===== src/rtl/mem_port_arbiter_pkg.sv =====
// Shared state encoding and default limits for the fetch/data memory port arbiter.
package mem_port_arbiter_pkg;

  typedef enum logic [1:0] {
    ARB_IDLE   = 2'd0,
    ARB_BUSY_I = 2'd1,
    ARB_BUSY_D = 2'd2
  } arb_state_e;

  localparam int DEF_TIMEOUT    = 255;
  localparam int DEF_CNT_W      = 8;
  localparam int DEF_STARVE_MAX = 4;

endpackage


===== src/rtl/mem_port_arbiter_timeout.sv =====
// Per-transaction watchdog: cleared on grant, counts BUSY cycles without a ready strobe.
module mem_port_arbiter_timeout
  import mem_port_arbiter_pkg::*;
#(
  parameter int CNT_W   = DEF_CNT_W,
  parameter int TIMEOUT = DEF_TIMEOUT
) (
  input  logic clk,
  input  logic rst_n,
  input  logic clear,
  input  logic enable,
  output logic expired
);

  localparam logic [CNT_W-1:0] LAST = CNT_W'(TIMEOUT - 1);

  logic [CNT_W-1:0] count;

  always_ff @(posedge clk or negedge rst_n) begin
    if (!rst_n) begin
      count <= '0;
    end else if (clear) begin
      count <= '0;
    end else if (enable) begin
      count <= count + 1'b1;
    end
  end

  // Fires in the cycle whose increment would reach TIMEOUT, so the abort lands after TIMEOUT cycles.
  assign expired = enable && (count == LAST);

endmodule


===== src/rtl/mem_port_arbiter.sv =====
// Shares one variable-latency memory port between fetch and data requesters, with data
// priority, a fetch anti-starvation guard and a timeout abort per transaction.
module mem_port_arbiter
  import mem_port_arbiter_pkg::*;
#(
  parameter int ADDR_W     = 32,
  parameter int DATA_W     = 32,
  parameter int TIMEOUT    = DEF_TIMEOUT,
  parameter int CNT_W      = DEF_CNT_W,
  parameter int STARVE_MAX = DEF_STARVE_MAX
) (
  input  logic                clk_i,
  input  logic                rst_i,
  input  logic                if_req_i,
  input  logic [ADDR_W-1:0]   if_addr_i,
  input  logic                if_flush_i,
  output logic                if_ack_o,
  output logic [DATA_W-1:0]   if_rdata_o,
  output logic                if_stall_o,
  input  logic                dm_req_i,
  input  logic                dm_we_i,
  input  logic [DATA_W/8-1:0] dm_be_i,
  input  logic [ADDR_W-1:0]   dm_addr_i,
  input  logic [DATA_W-1:0]   dm_wdata_i,
  output logic                dm_ack_o,
  output logic [DATA_W-1:0]   dm_rdata_o,
  output logic                dm_stall_o,
  output logic                mem_req_o,
  output logic                mem_we_o,
  output logic [DATA_W/8-1:0] mem_be_o,
  output logic [ADDR_W-1:0]   mem_addr_o,
  output logic [DATA_W-1:0]   mem_wdata_o,
  input  logic [DATA_W-1:0]   mem_rdata_i,
  input  logic                mem_ready_i,
  output logic                bus_err_o
);

  localparam int BE_W     = DATA_W / 8;
  localparam int STARVE_W = $clog2(STARVE_MAX + 1);
  localparam logic [STARVE_W-1:0] STARVE_LIM = STARVE_W'(STARVE_MAX);

  arb_state_e          state, state_nx;
  logic                flushed, flushed_nx;
  logic [STARVE_W-1:0] starve, starve_nx;
  logic                req_nx, we_nx, if_ack_nx, dm_ack_nx, err_nx;
  logic [BE_W-1:0]     be_nx;
  logic [ADDR_W-1:0]   addr_nx;
  logic [DATA_W-1:0]   wdata_nx, if_rdata_nx, dm_rdata_nx;
  logic                busy, done, abort, grant_d, grant_i, fetch_dead;

  assign busy    = (state != ARB_IDLE);
  assign done    = busy && mem_ready_i;
  assign grant_d = (state == ARB_IDLE) && dm_req_i && ((starve < STARVE_LIM) || !if_req_i);
  assign grant_i = (state == ARB_IDLE) && !grant_d && if_req_i && !if_flush_i;
  assign fetch_dead = flushed || if_flush_i;

  assign if_stall_o = if_req_i && !if_ack_o && !if_flush_i;
  assign dm_stall_o = dm_req_i && !dm_ack_o;

  mem_port_arbiter_timeout #(
    .CNT_W   (CNT_W),
    .TIMEOUT (TIMEOUT)
  ) u_timeout (
    .clk     (clk_i),
    .rst_n   (rst_i),
    .clear   (grant_d || grant_i),
    .enable  (busy && !mem_ready_i),
    .expired (abort)
  );

  always_comb begin
    state_nx    = state;
    flushed_nx  = flushed;
    starve_nx   = starve;
    req_nx      = mem_req_o;
    we_nx       = mem_we_o;
    be_nx       = mem_be_o;
    addr_nx     = mem_addr_o;
    wdata_nx    = mem_wdata_o;
    if_ack_nx   = 1'b0;
    dm_ack_nx   = 1'b0;
    err_nx      = 1'b0;
    if_rdata_nx = if_rdata_o;
    dm_rdata_nx = dm_rdata_o;

    if (!if_req_i || grant_i) begin
      starve_nx = '0;
    end else if (grant_d && (starve != STARVE_LIM)) begin
      starve_nx = starve + 1'b1;
    end

    case (state)
      ARB_IDLE: begin
        if (grant_d) begin
          state_nx   = ARB_BUSY_D;
          req_nx     = 1'b1;
          we_nx      = dm_we_i;
          be_nx      = dm_be_i;
          addr_nx    = dm_addr_i;
          wdata_nx   = dm_wdata_i;
          flushed_nx = 1'b0;
        end else if (grant_i) begin
          state_nx   = ARB_BUSY_I;
          req_nx     = 1'b1;
          we_nx      = 1'b0;
          be_nx      = '1;
          addr_nx    = if_addr_i;
          wdata_nx   = '0;
          flushed_nx = 1'b0;
        end
      end
      ARB_BUSY_I: begin
        // A squashed fetch still has to finish on the bus; only its ack is swallowed.
        flushed_nx = fetch_dead;
        if (done || abort) begin
          state_nx = ARB_IDLE;
          req_nx   = 1'b0;
          if (!fetch_dead) begin
            if_ack_nx   = 1'b1;
            err_nx      = abort;
            if_rdata_nx = done ? mem_rdata_i : '0;
          end
        end
      end
      ARB_BUSY_D: begin
        if (done || abort) begin
          state_nx    = ARB_IDLE;
          req_nx      = 1'b0;
          dm_ack_nx   = 1'b1;
          err_nx      = abort;
          dm_rdata_nx = done ? mem_rdata_i : '0;
        end
      end
      default: begin
        state_nx = ARB_IDLE;
        req_nx   = 1'b0;
      end
    endcase
  end

  always_ff @(posedge clk_i or negedge rst_i) begin
    if (!rst_i) begin
      state       <= ARB_IDLE;
      flushed     <= 1'b0;
      starve      <= '0;
      mem_req_o   <= 1'b0;
      mem_we_o    <= 1'b0;
      mem_be_o    <= '0;
      mem_addr_o  <= '0;
      mem_wdata_o <= '0;
      if_ack_o    <= 1'b0;
      dm_ack_o    <= 1'b0;
      bus_err_o   <= 1'b0;
      if_rdata_o  <= '0;
      dm_rdata_o  <= '0;
    end else begin
      state       <= state_nx;
      flushed     <= flushed_nx;
      starve      <= starve_nx;
      mem_req_o   <= req_nx;
      mem_we_o    <= we_nx;
      mem_be_o    <= be_nx;
      mem_addr_o  <= addr_nx;
      mem_wdata_o <= wdata_nx;
      if_ack_o    <= if_ack_nx;
      dm_ack_o    <= dm_ack_nx;
      bus_err_o   <= err_nx;
      if_rdata_o  <= if_rdata_nx;
      dm_rdata_o  <= dm_rdata_nx;
    end
  end

endmodule


===== config.mk =====
export PLATFORM = sky130hd
export DESIGN_NAME = mem_port_arbiter
export DESIGN_NICKNAME = d
export VERILOG_FILES = /design/src/rtl/mem_port_arbiter_pkg.sv /design/src/rtl/mem_port_arbiter_timeout.sv /design/src/rtl/mem_port_arbiter.sv
export SDC_FILE = /design/constraint.sdc
export NUM_CORES = 1
export LEC_CHECK = 0
export BUFFER_PORTS_ARGS = -buffer_cell sky130_fd_sc_hd__buf_2
export CAP_MARGIN = 10
export CORE_MARGIN = 5
export CORE_UTILIZATION = 40
export DETAILED_ROUTE_END_ITERATION = 10
export PLACE_DENSITY = 0.67
export SLEW_MARGIN = 20
export SYNTH_ARGS = -nofsm -noshare
export SYNTH_HDL_FRONTEND = slang
export SYNTH_HIERARCHICAL = 1
export SYNTH_SLANG_ARGS = --single-unit

===== constraint.sdc =====
create_clock -name clk_i -period 6.1 [get_ports clk_i]
set_input_delay 0.305 -clock clk_i [delete_from_list [all_inputs] [get_ports clk_i]]
set_output_delay 0.305 -clock clk_i [all_outputs]
set_load 0.01 [all_outputs]

==> impl_metrics.csv, run 1 <==
group,metric,value,unit
status,outcome,"finished, final reports clean",
worst_hold_path,hold_path_end,"mem_wdata_o[21]",
cells_and_area,synthToLayoutAreaGrowth,33.1,%
timing,setup_viol,0,
cells_and_area,drive_gt1_frac,0.400,
timing,grt_setup_unrepaired,"no",
synthesis,ys_seq_elements,151,
route,drcViolationCount,0,
critical_path,path_buf_inv,2,
synthesis,netlist_instances,534,
critical_path,r2r_start,"state[0]",
critical_path,path_cells,"inv_1, ha_1, nor2_1, nand4_1, nor2_1, o21ai_2, buf_4, a22o_1",
critical_path,r2r_end,"dm_rdata_o[27]",
synthesis,yosysSeqAreaShare,0.611,
global_route,grt_util_all_layers,0.185,
timing,worst_slew_margin_rel,0.375,
pwr,cellLeakagePower,4.27,nW
timing,timing.setup.tns,0,ns
route,drt_iter0_drc,285,
floorplan,start_util,0.407,
place,total_half_perimeter_wirelength_after_legalization_and_detailed_placement,12200,um
critical_path,r2r.worst_path.cells,8,
cts,clk_transition_reported_paths,0.06,ns
cts,root_buffer,"clkbuf_16",
critical_path,timing.critical_path.mode_cell,"nor2_1",
worst_hold_path,type_of_the_tightest_min_delay_check,"input port to register",
floorplan,floorplan.rows,45,
floorplan,floorplan.die_area,0.0180,mm2
global_route,grt_start_max_net_pins,85,
synthesis,syn-cell-area,0.00618,mm2
synthesis,synth-warning-count,6,
critical_path,critical_path.max_stage_delay,0.56,ns
pwr,p_per_area,500,mW/mm2
cts,cts_tree,"done",
cts,post-cts-setup-buffer-count,0,
floorplan,die_extent_in_y,134,um
worst_hold_path,timing.hold.worst_path_depth,2,
timing,final-hold-violation-count,0,
cts,worstSkewPairLatency,0.42,ns
timing,finalMaxSlewViolations,0,
global_route,grt_first_pass_wirelength,26500,um
synthesis,synth_nets,680,
critical_path,cpLargestDelayFamily,"simple AND/OR/NAND/NOR gates",
global_route,first_global_vias,5019,
global_route,met1_usage,0.239,
cts,cts_htree_levels,4,
route,final_antenna_net_count,0,
synthesis,synth.distinct_cells,35,
timing,fmaxAchievable,362,MHz
place,place.port_buffers,277,
floorplan,num_io_pins,278,
critical_path,timing.critical_path.fanout_max,22,
route,post_drt_via_cell_ratio,4.95,
timing,fin_worst_skew,0.0103,ns
timing,finalCriticalPeriod,2.76,ns
worst_hold_path,min_from,"dm_wdata_i[21]",
critical_path,startpoint_type,"register",
global_route,global_route_hottest_layer,"met2",
route,dr_total_vias,4948,
critical_path,path_class,"register to register",
route,wl_per_cell,16.8,um
route,drt_pre_antenna_iters,7,
cells_and_area,nNetsFinal,945,
cells_and_area,antenna-diode-count,0,
synthesis,synth.avg_cell_area,11.6,um2
timing,min_period_over_period,0.453,
critical_path,worst-r2r-setup-slack,3.34,ns
critical_path,critPathCaptureType,"register",
cts,cts_made_buffers,17,
pwr,vdd_drop_max,0.222,mV
job,drv.max_cap_violation_count,0,
timing,final.hold.worst_slack,0.103,ns
global_route,groute.layer.met3.usage,0.0630,
floorplan,chipWidth,134,um
timing,worst_tran_pin_value,0.938,ns
critical_path,critical_path_required,6.40,ns
place,gpl.final_weighted_congestion,0.801,
cts,clk_path_buf_depth,2,
global_route,antenna_violations_before_repair,1,
global_route,grt_util_met2,0.299,
cts,cts_num_sinks,151,
critical_path,arrival,3.06,ns
critical_path,critPathSlowestCell,"nor2_1",
global_route,global_route.overflow_total,0,
route,routed_wl,16800,um
floorplan,core_region_area,0.0152,mm2
[routing by layer]
metal	vias to the layer above	share of wire	routed length, um
met2	195	0.48	8000
met5	-	0.00042	7
met4	2	0.012	195
met3	19	0.084	1410
met1	2335	0.43	7180
li1	2397	-	-
[logic make-up after synthesis]
group / after synthesis / share of synthesized area
AO/OA/AOI/OAI: 157 / 0.174
flip-flops: 151 / 0.611
adder cells (fa/ha/maj): 7 / 0.0142
XOR/XNOR: 5 / 0.00708
AND/OR/NAND/NOR: 133 / 0.0898
multiplexers: 33 / 0.0534
buffers and inverters: 48 / 0.0500
[final cells by class]
class                   instances  area (um2)
inverters                       9        33.8
well taps                     188         235
multi-input cells             335        2120
clock inverters                12         139
repair buffers                285        1460
flip-flops and latches        151        3780
clock buffers                  20         467
fillers                      1382        6970
[Yosys cell counts (all sizes together)]
| cell | number | share of area |
|---|---|---|
| dfrtp | 151 | 0.61 |
| nand2 | 102 | 0.062 |
| o21ai | 73 | 0.060 |
| a22o | 65 | 0.092 |
| mux2i | 33 | 0.053 |
| buf | 30 | 0.039 |
| nor2 | 13 | 0.0079 |
| a21oi | 9 | 0.0073 |
| clkbuf | 9 | 0.0055 |
| inv | 9 | 0.0055 |
| ha | 7 | 0.014 |
| nand3 | 4 | 0.0032 |
| nand4 | 4 | 0.0065 |
| o22a | 4 | 0.0057 |
| nor2b | 3 | 0.0030 |
| or3 | 3 | 0.0030 |
| xor2 | 3 | 0.0043 |
| and2 | 2 | 0.0020 |
| xnor2 | 2 | 0.0028 |
| a211oi | 1 | 0.0012 |
| a21boi | 1 | 0.0018 |
| nand2b | 1 | 0.0010 |
| nor3b | 1 | 0.0012 |
| o2111ai | 1 | 0.0014 |
| o211a | 1 | 0.0016 |
| o211ai | 1 | 0.0020 |
| o22ai | 1 | 0.0010 |
[metrics by stage]
stage | utilization | instances | total power, mW | instance area [um2] | setup slack (ns)
3_5_place_dp | 0.501 | 967 | 3.10 | 7610 | 3.33
4_1_cts | 0.541 | 1000 | 4.18 | 8230 | 3.31
6_report | 0.541 | 1000 | 4.11 | 8230 | 3.34
5_1_grt | 0.541 | 1000 | 4.38 | 8230 | 3.12
2_1_floorplan | - | 534 | 2.51 | 6180 | 4.07
3_3_place_gp | 0.501 | 967 | 3.07 | 7610 | 3.41
[sequential cells by signal (all words and copies together), names as in the netlist]
register	cells
flushed	1
if_ack_o	1
dm_rdata_o	32
u_timeout/count	8
mem_we_o	1
bus_err_o	1
mem_wdata_o	32
state	2
dm_ack_o	1
mem_req_o	1
if_rdata_o	32
starve	3
mem_be_o	4
mem_addr_o	32
[worst max path at each step]
stage	start	to	slack [ns]	cells past startpoint
finish	state[0]	dm_rdata_o[27]	3.34	8
global route	state[0]	dm_rdata_o[27]	3.12	8
CTS	state[0]	dm_rdata_o[27]	3.31	8
detailed placement	state[0]	dm_rdata_o[27]	3.33	8
global placement	state[0]	dm_rdata_o[10]	3.41	8
floorplan	state[0]	if_rdata_o[0]	4.07	12
[timing repair]
item	4_1_cts	5_1_grt
resized for setup	0	0
hold endpoints to repair	67	0
hold buffers	1	0
[where the power goes]
part | internal, mW | switching [mW]
registers | 1.38 | 0.202
clock network | 0.641 | 0.421
logic | 0.638 | 0.827
[layout by cell type, fill, tap and decap left out, drive strengths merged, types with 3 or more instances in the layout]
cell and n:
buf 284, clkbuf 20, nand2 102, ha 7
inv 13, nor2b 3, a22o 65, xor2 3
o22a 4, dfrtp 151, mux2i 33, nor2 13
nand3 4, nand4 4, clkinv 5, o21ai 73
or3 3, a21oi 9
No activity file was read; power rests on OpenSTA's default activity.
==> inputs of run 2 (changes only) <==
==> constraint.sdc (replaced) <==
create_clock -name clk_i -period 2.7 [get_ports clk_i]
set_input_delay 0.135 -clock clk_i [delete_from_list [all_inputs] [get_ports clk_i]]
set_output_delay 0.135 -clock clk_i [all_outputs]
set_load 0.01 [all_outputs]
==> run 2 against run 1 <==
Combinational power is 140% higher. Power grew 130%. Sequential share of layout area is 5.3 points lower. Largest power group unchanged.
==> impl_metrics.csv, run 2 (synthesized netlist as in run 1, its figures left out) <==
group,metric,value,unit
floorplan,chipWidth,134,um
worst_hold_path,timing.hold.worst_path_depth,3,
route,drt_iter0_drc,209,
cts,cts_tree,"done",
timing,finalMaxSlewViolations,0,
cells_and_area,nNetsFinal,1050,
floorplan,start_util,0.407,
timing,setup_viol,0,
route,final_antenna_net_count,0,
worst_hold_path,min_from,"if_addr_i[22]",
timing,finalCriticalPeriod,2.47,ns
floorplan,core_region_area,0.0152,mm2
floorplan,floorplan.rows,45,
critical_path,critical_path_required,2.97,ns
critical_path,startpoint_type,"register",
critical_path,critical_path.max_stage_delay,0.57,ns
critical_path,r2r_end,"mem_addr_o[15]",
critical_path,r2r_start,"state[1]",
cells_and_area,layout.cells.most_common,"buf_2",
cells_and_area,antenna-diode-count,0,
timing,grt_setup_unrepaired,"no",
timing,worst_slew_margin_rel,0.574,
job,drv.max_cap_violation_count,0,
floorplan,floorplan.die_area,0.0180,mm2
cts,worstSkewPairLatency,0.41,ns
global_route,first_global_vias,5693,
route,drcViolationCount,0,
cells_and_area,layout.core_utilization,0.612,
place,place.port_buffers,277,
pwr,p_per_area,1030,mW/mm2
place,total_half_perimeter_wirelength_after_legalization_and_detailed_placement,12300,um
cts,cts_htree_levels,4,
critical_path,r2r.worst_path.cells,7,
place,gpl.final_weighted_congestion,0.801,
critical_path,path_buf_inv,3,
critical_path,cpLargestDelayFamily,"buffers and inverters",
critical_path,timing.critical_path.fanout_max,26,
critical_path,worst-r2r-setup-slack,0.23,ns
pwr,cellLeakagePower,4.72,nW
route,drt_pre_antenna_iters,4,
pwr,total_power,9.55,mW
critical_path,critPathCaptureType,"register",
cts,clk_transition_reported_paths,0.06,ns
timing,fin_worst_skew,0.00973,ns
cts,cts_num_sinks,151,
cells_and_area,drive_gt1_frac,0.360,
floorplan,num_io_pins,278,
timing,min_period_over_period,0.916,
global_route,grt_util_all_layers,0.207,
cells_and_area,top_library_cells_by_usage_in_the_layout_fill_and_taps_aside,"buf_2 (276), dfrtp_1 (151), nand2_1 (102)",
timing,fmaxAchievable,404,MHz
global_route,grt_first_pass_wirelength,29900,um
critical_path,path_class,"register to register",
critical_path,arrival,2.75,ns
global_route,grt_start_max_net_pins,75,
global_route,global_route.overflow_total,0,
timing,worst_tran_pin_value,0.636,ns
route,post_drt_via_cell_ratio,4.94,
critical_path,path_cells,"inv_1, ha_2, and2_4, buf_12, mux2i_1, dlygate4sd3_1, o21ai_1",
global_route,antenna_violations_before_repair,0,
route,routed_wl,18700,um
pwr,vdd_drop_max,0.494,mV
floorplan,die_extent_in_y,134,um
critical_path,critPathSlowestCell,"dlygate4sd3_1",
cells_and_area,synthToLayoutAreaGrowth,50.5,%
cts,clk_path_buf_depth,2,
status,outcome,"finished, final reports clean",
worst_hold_path,hold_path_end,"mem_addr_o[22]",
timing,timing.setup.tns,0,ns
timing,final-hold-violation-count,0,
cts,root_buffer,"clkbuf_16",
route,dr_total_vias,5458,
route,wl_per_cell,16.9,um
cts,cts_made_buffers,17,
worst_hold_path,type_of_the_tightest_min_delay_check,"input port to register",
==> run 2: cell types whose count changed in the layout (fill, tap and decap cells not counted), moves of 2 or more <==
| cell | delta |
|---|---|
| inv_8 | +2 |
| clkbuf_8 | -3 |
| buf_4 | +2 |
| buf_12 | +4 |
| dlygate4sd3_1 | +100 |
==> run 2: repair_timing <==
| action | in CTS | in global routing |
|---|---|---|
| resized for setup | 0 | 1 |
| endpoints found under the hold margin | 183 | 0 |
| hold buffers | 101 | 0 |
| setup buffers | 0 | 0 |
| endpoints found under the setup margin | 0 | 7 |
==> run 2: routing by layer <==
| metal | track usage | up-vias | wire length [um] |
|---|---|---|---|
| met5 | 0 | - | 0 |
| met4 | 0.0560 | 0 | 255 |
| met3 | 0.0683 | 23 | 1490 |
| met2 | 0.352 | 219 | 9240 |
| met1 | 0.255 | 2602 | 7730 |
| li1 | - | 2614 | - |
==> run 2: how the worst max path moves through the flow <==
| stage | end | cells past startpoint | from |
|---|---|---|---|
| global route | mem_addr_o[20] | 7 | state[1] |
| CTS | mem_addr_o[14] | 7 | state[1] |
| detailed placement | dm_rdata_o[24] | 8 | state[0] |
| floorplan | if_rdata_o[0] | 12 | state[0] |
| global placement | dm_rdata_o[22] | 8 | state[0] |
| finish | mem_addr_o[15] | 7 | state[1] |
==> run 2: worst reg2reg max path: stages (launching register included) <==
cell	delay, ns
dfrtp_1	0.38
inv_1	0.11
ha_2	0.34
and2_4	0.39
buf_12	0.26
mux2i_1	0.24
dlygate4sd3_1	0.57
o21ai_1	0.06
==> run 2: layout make-up <==
class                      instances  area, um2
clock inverter                    14        164
sequential                       151       3780
clock buffer                      18        429
tap                              188        235
timing repair buffer             390       2540
fill                            1254       5900
multi-input combinational        335       2120
inverter                           9       33.8
==> run 2: report_power, final <==
part	switching, mW	internal [mW]
Combinational	1.93	1.62
Clock	0.990	1.39
Sequential	0.489	3.13
==> run 2: metrics by stage <==
step / std cells / area, um2 / hold slack [ns] / setup WS, ns
after floorplan: 534 / 6180 / -0.161 / 0.671
after global placement: 972 / 7700 / 0.176 / 0.569
after detailed placement: 972 / 7700 / 0.172 / 0.483
after CTS: 1105 / 9300 / 0.000203 / 0.110
after global routing: 1105 / 9300 / 0.00438 / 0.0838
final: 1105 / 9300 / 0.0144 / 0.226
